[src/rtl/mem_stage_ctrl.sv]
// LC-3b MEM-stage sequencer: decodes memory opcodes into data-cache transactions and stalls the pipeline until done.
// Optional feature macro MEM_UNALIGNED_CHECK_EN: misaligned word/pointer accesses are skipped and flagged on `misaligned`.
module mem_stage_ctrl #(
  parameter bit LDB_SEXT   = 1'b1,
  parameter int ADDR_WIDTH = 16
) (
  input  logic                  clk,
  input  logic                  rst_n,
  input  logic                  valid,
  input  logic [3:0]            opcode,
  input  logic [ADDR_WIDTH-1:0] addr,
  input  logic [ADDR_WIDTH-1:0] sdata,
  input  logic [ADDR_WIDTH-1:0] dmem_rdata,
  input  logic                  dmem_resp,
  output logic                  dmem_read,
  output logic                  dmem_write,
  output logic [ADDR_WIDTH-1:0] dmem_address,
  output logic [ADDR_WIDTH-1:0] dmem_wdata,
  output logic [1:0]            dmem_byte_enable,
  output logic                  mem_stall,
  output logic [ADDR_WIDTH-1:0] result,
  output logic                  result_valid
`ifdef MEM_UNALIGNED_CHECK_EN
  ,
  output logic                  misaligned
`endif
);

  localparam logic [3:0] OP_LDB  = 4'b0010;
  localparam logic [3:0] OP_STB  = 4'b0011;
  localparam logic [3:0] OP_LDR  = 4'b0110;
  localparam logic [3:0] OP_STR  = 4'b0111;
  localparam logic [3:0] OP_LDI  = 4'b1010;
  localparam logic [3:0] OP_STI  = 4'b1011;
  localparam logic [3:0] OP_TRAP = 4'b1111;

  generate
    if (ADDR_WIDTH != 16) begin : g_width_check
      $error("mem_stage_ctrl: only ADDR_WIDTH=16 is supported");
    end
  endgenerate

  typedef enum logic [1:0] {
    ST_IDLE = 2'd0,
    ST_ACC  = 2'd1,
    ST_PTR  = 2'd2,
    ST_DONE = 2'd3
  } state_t;

  state_t                  state_reg, state_next;
  logic [3:0]              opcode_reg, opcode_next;
  logic [ADDR_WIDTH-1:0]   addr_reg, addr_next;
  logic [ADDR_WIDTH-1:0]   sdata_reg, sdata_next;
  logic [ADDR_WIDTH-1:0]   ptr_reg, ptr_next;
  logic [ADDR_WIDTH-1:0]   result_reg, result_next;
  logic                    mis_reg, mis_next;

  logic                    is_mem;
  logic                    in_ind;
  logic                    in_word;
  logic                    op_store;
  logic                    op_byte;
  logic                    op_ind;
  logic                    entry_misaligned;
  logic                    ptr_misaligned;
  logic [ADDR_WIDTH-1:0]   word_addr;
  logic [7:0]              rd_lane [2];
  logic [7:0]              ld_byte;
  logic [ADDR_WIDTH-1:0]   ldb_value;
  logic [ADDR_WIDTH-1:0]   load_value;

  // Decode of the incoming control word.
  always_comb begin
    is_mem  = 1'b0;
    in_ind  = 1'b0;
    in_word = 1'b0;
    case (opcode)
      OP_LDB, OP_STB:          is_mem = valid;
      OP_LDR, OP_STR, OP_TRAP: begin is_mem = valid; in_word = 1'b1; end
      OP_LDI, OP_STI:          begin is_mem = valid; in_word = 1'b1; in_ind = 1'b1; end
      default:                 is_mem = 1'b0;
    endcase
  end

  assign op_store = (opcode_reg == OP_STB) || (opcode_reg == OP_STR) || (opcode_reg == OP_STI);
  assign op_byte  = (opcode_reg == OP_LDB) || (opcode_reg == OP_STB);
  assign op_ind   = (opcode_reg == OP_LDI) || (opcode_reg == OP_STI);

`ifdef MEM_UNALIGNED_CHECK_EN
  assign entry_misaligned = in_word && addr[0];
  assign ptr_misaligned   = dmem_rdata[0];
  assign misaligned       = (state_reg == ST_DONE) && mis_reg;
`else
  assign entry_misaligned = 1'b0;
  assign ptr_misaligned   = 1'b0;
`endif

  assign word_addr = {addr_reg[ADDR_WIDTH-1:1], 1'b0};

  genvar gi;
  generate
    for (gi = 0; gi < 2; gi++) begin : g_lane
      assign rd_lane[gi] = dmem_rdata[gi*8 +: 8];
    end
  endgenerate

  assign ld_byte    = addr_reg[0] ? rd_lane[1] : rd_lane[0];
  assign ldb_value  = LDB_SEXT ? {{8{ld_byte[7]}}, ld_byte} : {8'h00, ld_byte};
  assign load_value = op_byte ? ldb_value : dmem_rdata;

  // Request outputs are pure functions of state and latched operands, so they stay stable until resp.
  always_comb begin
    state_next       = state_reg;
    opcode_next      = opcode_reg;
    addr_next        = addr_reg;
    sdata_next       = sdata_reg;
    ptr_next         = ptr_reg;
    result_next      = result_reg;
    mis_next         = mis_reg;
    dmem_read        = 1'b0;
    dmem_write       = 1'b0;
    dmem_address     = '0;
    dmem_wdata       = '0;
    dmem_byte_enable = 2'b00;
    mem_stall        = 1'b0;
    result_valid     = 1'b0;
    unique case (state_reg)
      ST_IDLE: begin
        if (is_mem) begin
          mem_stall   = 1'b1;
          opcode_next = opcode;
          addr_next   = addr;
          sdata_next  = sdata;
          mis_next    = entry_misaligned;
          state_next  = (in_ind && !entry_misaligned) ? ST_PTR : ST_ACC;
        end
      end
      ST_PTR: begin
        mem_stall    = 1'b1;
        dmem_read    = 1'b1;
        dmem_address = word_addr;
        if (dmem_resp) begin
          ptr_next = {dmem_rdata[ADDR_WIDTH-1:1], 1'b0};
          if (ptr_misaligned) begin
            mis_next    = 1'b1;
            result_next = '0;
            state_next  = ST_DONE;
          end else begin
            state_next = ST_ACC;
          end
        end
      end
      ST_ACC: begin
        mem_stall = 1'b1;
        if (mis_reg) begin
          // Offending access is skipped; spend this cycle then retire with a zero result.
          result_next = '0;
          state_next  = ST_DONE;
        end else begin
          dmem_address = op_ind ? ptr_reg : word_addr;
          if (op_store) begin
            dmem_write       = 1'b1;
            dmem_wdata       = op_byte ? {2{sdata_reg[7:0]}} : sdata_reg;
            dmem_byte_enable = op_byte ? (addr_reg[0] ? 2'b10 : 2'b01) : 2'b11;
          end else begin
            dmem_read = 1'b1;
          end
          if (dmem_resp) begin
            result_next = op_store ? '0 : load_value;
            state_next  = ST_DONE;
          end
        end
      end
      ST_DONE: begin
        result_valid = 1'b1;
        state_next   = ST_IDLE;
      end
      default: state_next = ST_IDLE;
    endcase
  end

  always_ff @(posedge clk) begin
    if (!rst_n) begin
      state_reg  <= ST_IDLE;
      opcode_reg <= '0;
      addr_reg   <= '0;
      sdata_reg  <= '0;
      ptr_reg    <= '0;
      result_reg <= '0;
      mis_reg    <= 1'b0;
    end else begin
      state_reg  <= state_next;
      opcode_reg <= opcode_next;
      addr_reg   <= addr_next;
      sdata_reg  <= sdata_next;
      ptr_reg    <= ptr_next;
      result_reg <= result_next;
      mis_reg    <= mis_next;
    end
  end

  assign result = result_reg;

endmodule

[config.mk]
export PLATFORM = sky130hd
export DESIGN_NAME = mem_stage_ctrl
export DESIGN_NICKNAME = d
export VERILOG_FILES = /design/src/rtl/mem_stage_ctrl.sv
export SDC_FILE = /design/constraint.sdc
export NUM_CORES = 1
export LEC_CHECK = 0
export ABC_AREA = 1
export BUFFER_PORTS_ARGS = -buffer_cell sky130_fd_sc_hd__buf_2
export CAP_MARGIN = 0
export CORE_AREA = 4 4 108 110
export DETAILED_ROUTE_END_ITERATION = 6
export DIE_AREA = 0 0 112 114
export SLEW_MARGIN = 10
export SYNTH_ARGS = -nofsm -noshare
export SYNTH_HDL_FRONTEND = slang
export SYNTH_SLANG_ARGS = --single-unit
[constraint.sdc]
create_clock -name clk -period 2.8 [get_ports clk]
set_clock_uncertainty 0.05 [all_clocks]
set_input_delay 0.28 -clock clk [delete_from_list [all_inputs] [get_ports clk]]
set_output_delay 0.28 -clock clk [all_outputs]
set_load 0.01 [all_outputs]
==> summary.txt <==
Run status
  • Status: complete, no violations

Global route
  • Antenna violations before repair: 0
  • GRT Overall Usage: 15.0%
  • Largest net degree at the start of global routing: 43
  • Vias in the first global route: 3197
  • First-pass GRT wire length: 15500 µm
  • Total global routing overflow: 0

Timing
  • Relative slew slack: 53.7%
  • Max Freq: 0.420 GHz
  • Setup TNS: 0 ps
  • Final period util: 85.1%
  • Max Slew Vio Count: 0
  • Tightest Pin Transition: 694 ps
  • Final setup viols: 0
  • RSZ-0062 raised after global routing: no
  • Final hold vios: 0
  • Final min period: 2380 ps

Power
  • Leakage: 1.80 nW
  • Worst ir drop on vdd: 0.341 mV
  • Pwr Density: 759 mW/mm²

Floorplan
  • Ports: 110
  • Row count: 38
  • Die Span Y: 114 µm
  • Core area: 0.0107 mm²
  • Chip Width: 112 µm
  • Die area: 0.0128 mm²
  • Starting density of the core: 29.4%

CTS
  • Reg clk slew, reported paths: 80 ps
  • Clock sinks: 69
  • Resized cells post-CTS: 0
  • Hold-fix buffers, CTS: 0
  • CTS Buf Count: 9
  • Root buffer cell: clkbuf_8
  • Clk_lat worst skew: 340 ps
  • TritonCTS clock tree: done
  • CTS max path bufs: 2
  • Post-CTS setup buffers: 0
  • CTS H-tree depth: 3

Critical path
  • Data arrival, critical path: 2050 ps
  • Worst EP required: 2470 ps
  • Setup Crit Path Kind: flip-flop to output pin
  • CP startpoint kind: flip-flop
  • CP endpoint kind: output pin
  • Maximum fanout along the worst path: 15

Yosys
  • Syn_area_per_cell: 7.00 µm²
  • Mapped Cells: 449
  • Seq/Total Area, Yosys: 44.0%
  • Syn_nets: 509
  • Warnings from Yosys: 0
  • Seq cells post-synth: 69
  • Post-synth cell types: 23
  • Synthesized cell area: 0.00314 mm²

Cells and area
  • Nets@finish: 606
  • Layout cells sized above 1: 24.5%
  • Core Util, Final: 37.3%
  • Area grow syn2layout: 27.1%
  • N_diodes: 0

Routing
  • Via count: 3215
  • First-pass detailed-route iteration total: 4
  • Antenna Violating Nets Remaining: 0
  • Drt initial violations: 210
  • Vias/cell: 4.66
  • Routed WL: 9560 µm
  • Wire per inst: 13.9 µm
  • # DRC: 0

Placed design
  • HPWL Detailed: 7130 µm
  • # port buffers: 108
  • Final Wtd Congestion: 0.823

Min path
  • Min-Delay Path Class: input pin to flip-flop

Flow run
  • Max_cap viols: 0
## cell families (layout without fill, tap and decap cells)
kind of cell    count (synthesis)  in the layout  share of synthesized area (%)
simple gates                  175            175                           23.5
compound gates                131            131                           21.4
flops                          69             69                           44.0
buf+inv                        69            170                           9.40
fa+ha+maj                       4              4                           1.59
other cells                     1              1                          0.119
## layout by cell type, fill, tap and decap left out
cell type    n
ha_1         4
clkbuf_8     9
nand2_2      1
a21oi_4      1
clkinv_1     2
conb_1       1
nand2_1    115
o21a_1       1
nand3_1     35
nor2_4       1
nor3_2       1
inv_2        2
inv_1       38
a21oi_1     93
clkinv_2     1
o21ai_0     35
nor2_2       1
clkinv_4     2
nor2_1      13
dfxtp_1     69
o211ai_1     1
buf_2      108
bufinv_16    3
buf_4        5
nand4_1      8
## routing by layer
| layer | wire, µm | global-route usage, % | share of wire [%] |
|---|---|---|---|
| met3 | 635 | 4.67 | 6.6 |
| met1 | 4450 | 19.2 | 46 |
| met5 | 0 | 0 | 0 |
| met2 | 4440 | 25.1 | 46 |
| met4 | 43 | 3.37 | 0.45 |
## cell type report
type	count	area, µm²
clock buffers	9	124
inverters	42	158
flip-flops and latches	69	1380
clock inverters	6	113
multi-input cells	311	1470
fillers	1170	6700
well taps	140	175
repair buffers	113	578
## critical path, cell delays in order, from the launching register on
cell and delay [ps]:
dfxtp_1 370, inv_1 90, ha_1 240, inv_1 90, nand3_1 430, nand3_1 200, a21oi_1 110, buf_2 170
## per-stage QoR
step | setup WS [ps] | hold WS [ps] | power, mW | instance area [µm²] | instances
2_1_floorplan | 1160 | 373 | 1.82 | 3140 | 449
6_report | 418 | 119 | 3.03 | 3990 | 690
5_1_grt | 221 | 109 | 3.24 | 3990 | 690
3_5_place_dp | 788 | 403 | 2.08 | 3760 | 675
4_1_cts | 395 | 98.2 | 3.07 | 3990 | 690
3_3_place_gp | 892 | 401 | 2.05 | 3760 | 675
## Yosys cell counts
cell,number,area [µm²]
o21ai_0,35,175
nor2_1,13,48.8
a21oi_1,93,465
buf_4,4,30.0
nand4_1,8,50.1
dfxtp_1,69,1380
nor2_4,1,11.3
nand2_1,115,432
nor2_2,1,6.26
inv_2,2,7.51
ha_1,4,50.1
buf_6,1,11.3
clkbuf_1,11,41.3
conb_1,1,3.75
nand2_2,1,6.26
clkinv_1,2,7.51
nor3_2,1,10.0
a21oi_4,1,16.3
inv_1,38,143
nand3_1,35,175
buf_2,11,55.1
o21a_1,1,7.51
o211ai_1,1,7.51
## final timing paths
| check | from | end | slack (ps) | cells past startpoint |
|---|---|---|---|---|
| worst max register to register | state_reg[1]$_SDFFE_PN0P_ | result[12]$_SDFFE_PN0P_ | 860 | 6 |
| worst max-delay path | state_reg[0]$_SDFFE_PN0P_ | dmem_address[14] | 420 | 7 |
| worst min-delay path | addr[12] | addr_reg[12]$_SDFFE_PN0P_ | 120 | 3 |
| worst min register to register | result[8]$_SDFFE_PN0P_ | result[8]$_SDFFE_PN0P_ | 410 | 2 |
## where the power goes
group	total [mW]	leakage (nW)	switching [mW]	internal [mW]
sequential	1.21	0.562	0.0804	1.12
clock	0.974	0.119	0.386	0.588
combinational	0.852	1.12	0.592	0.261
No activity file was read; power rests on OpenSTA's default activity.
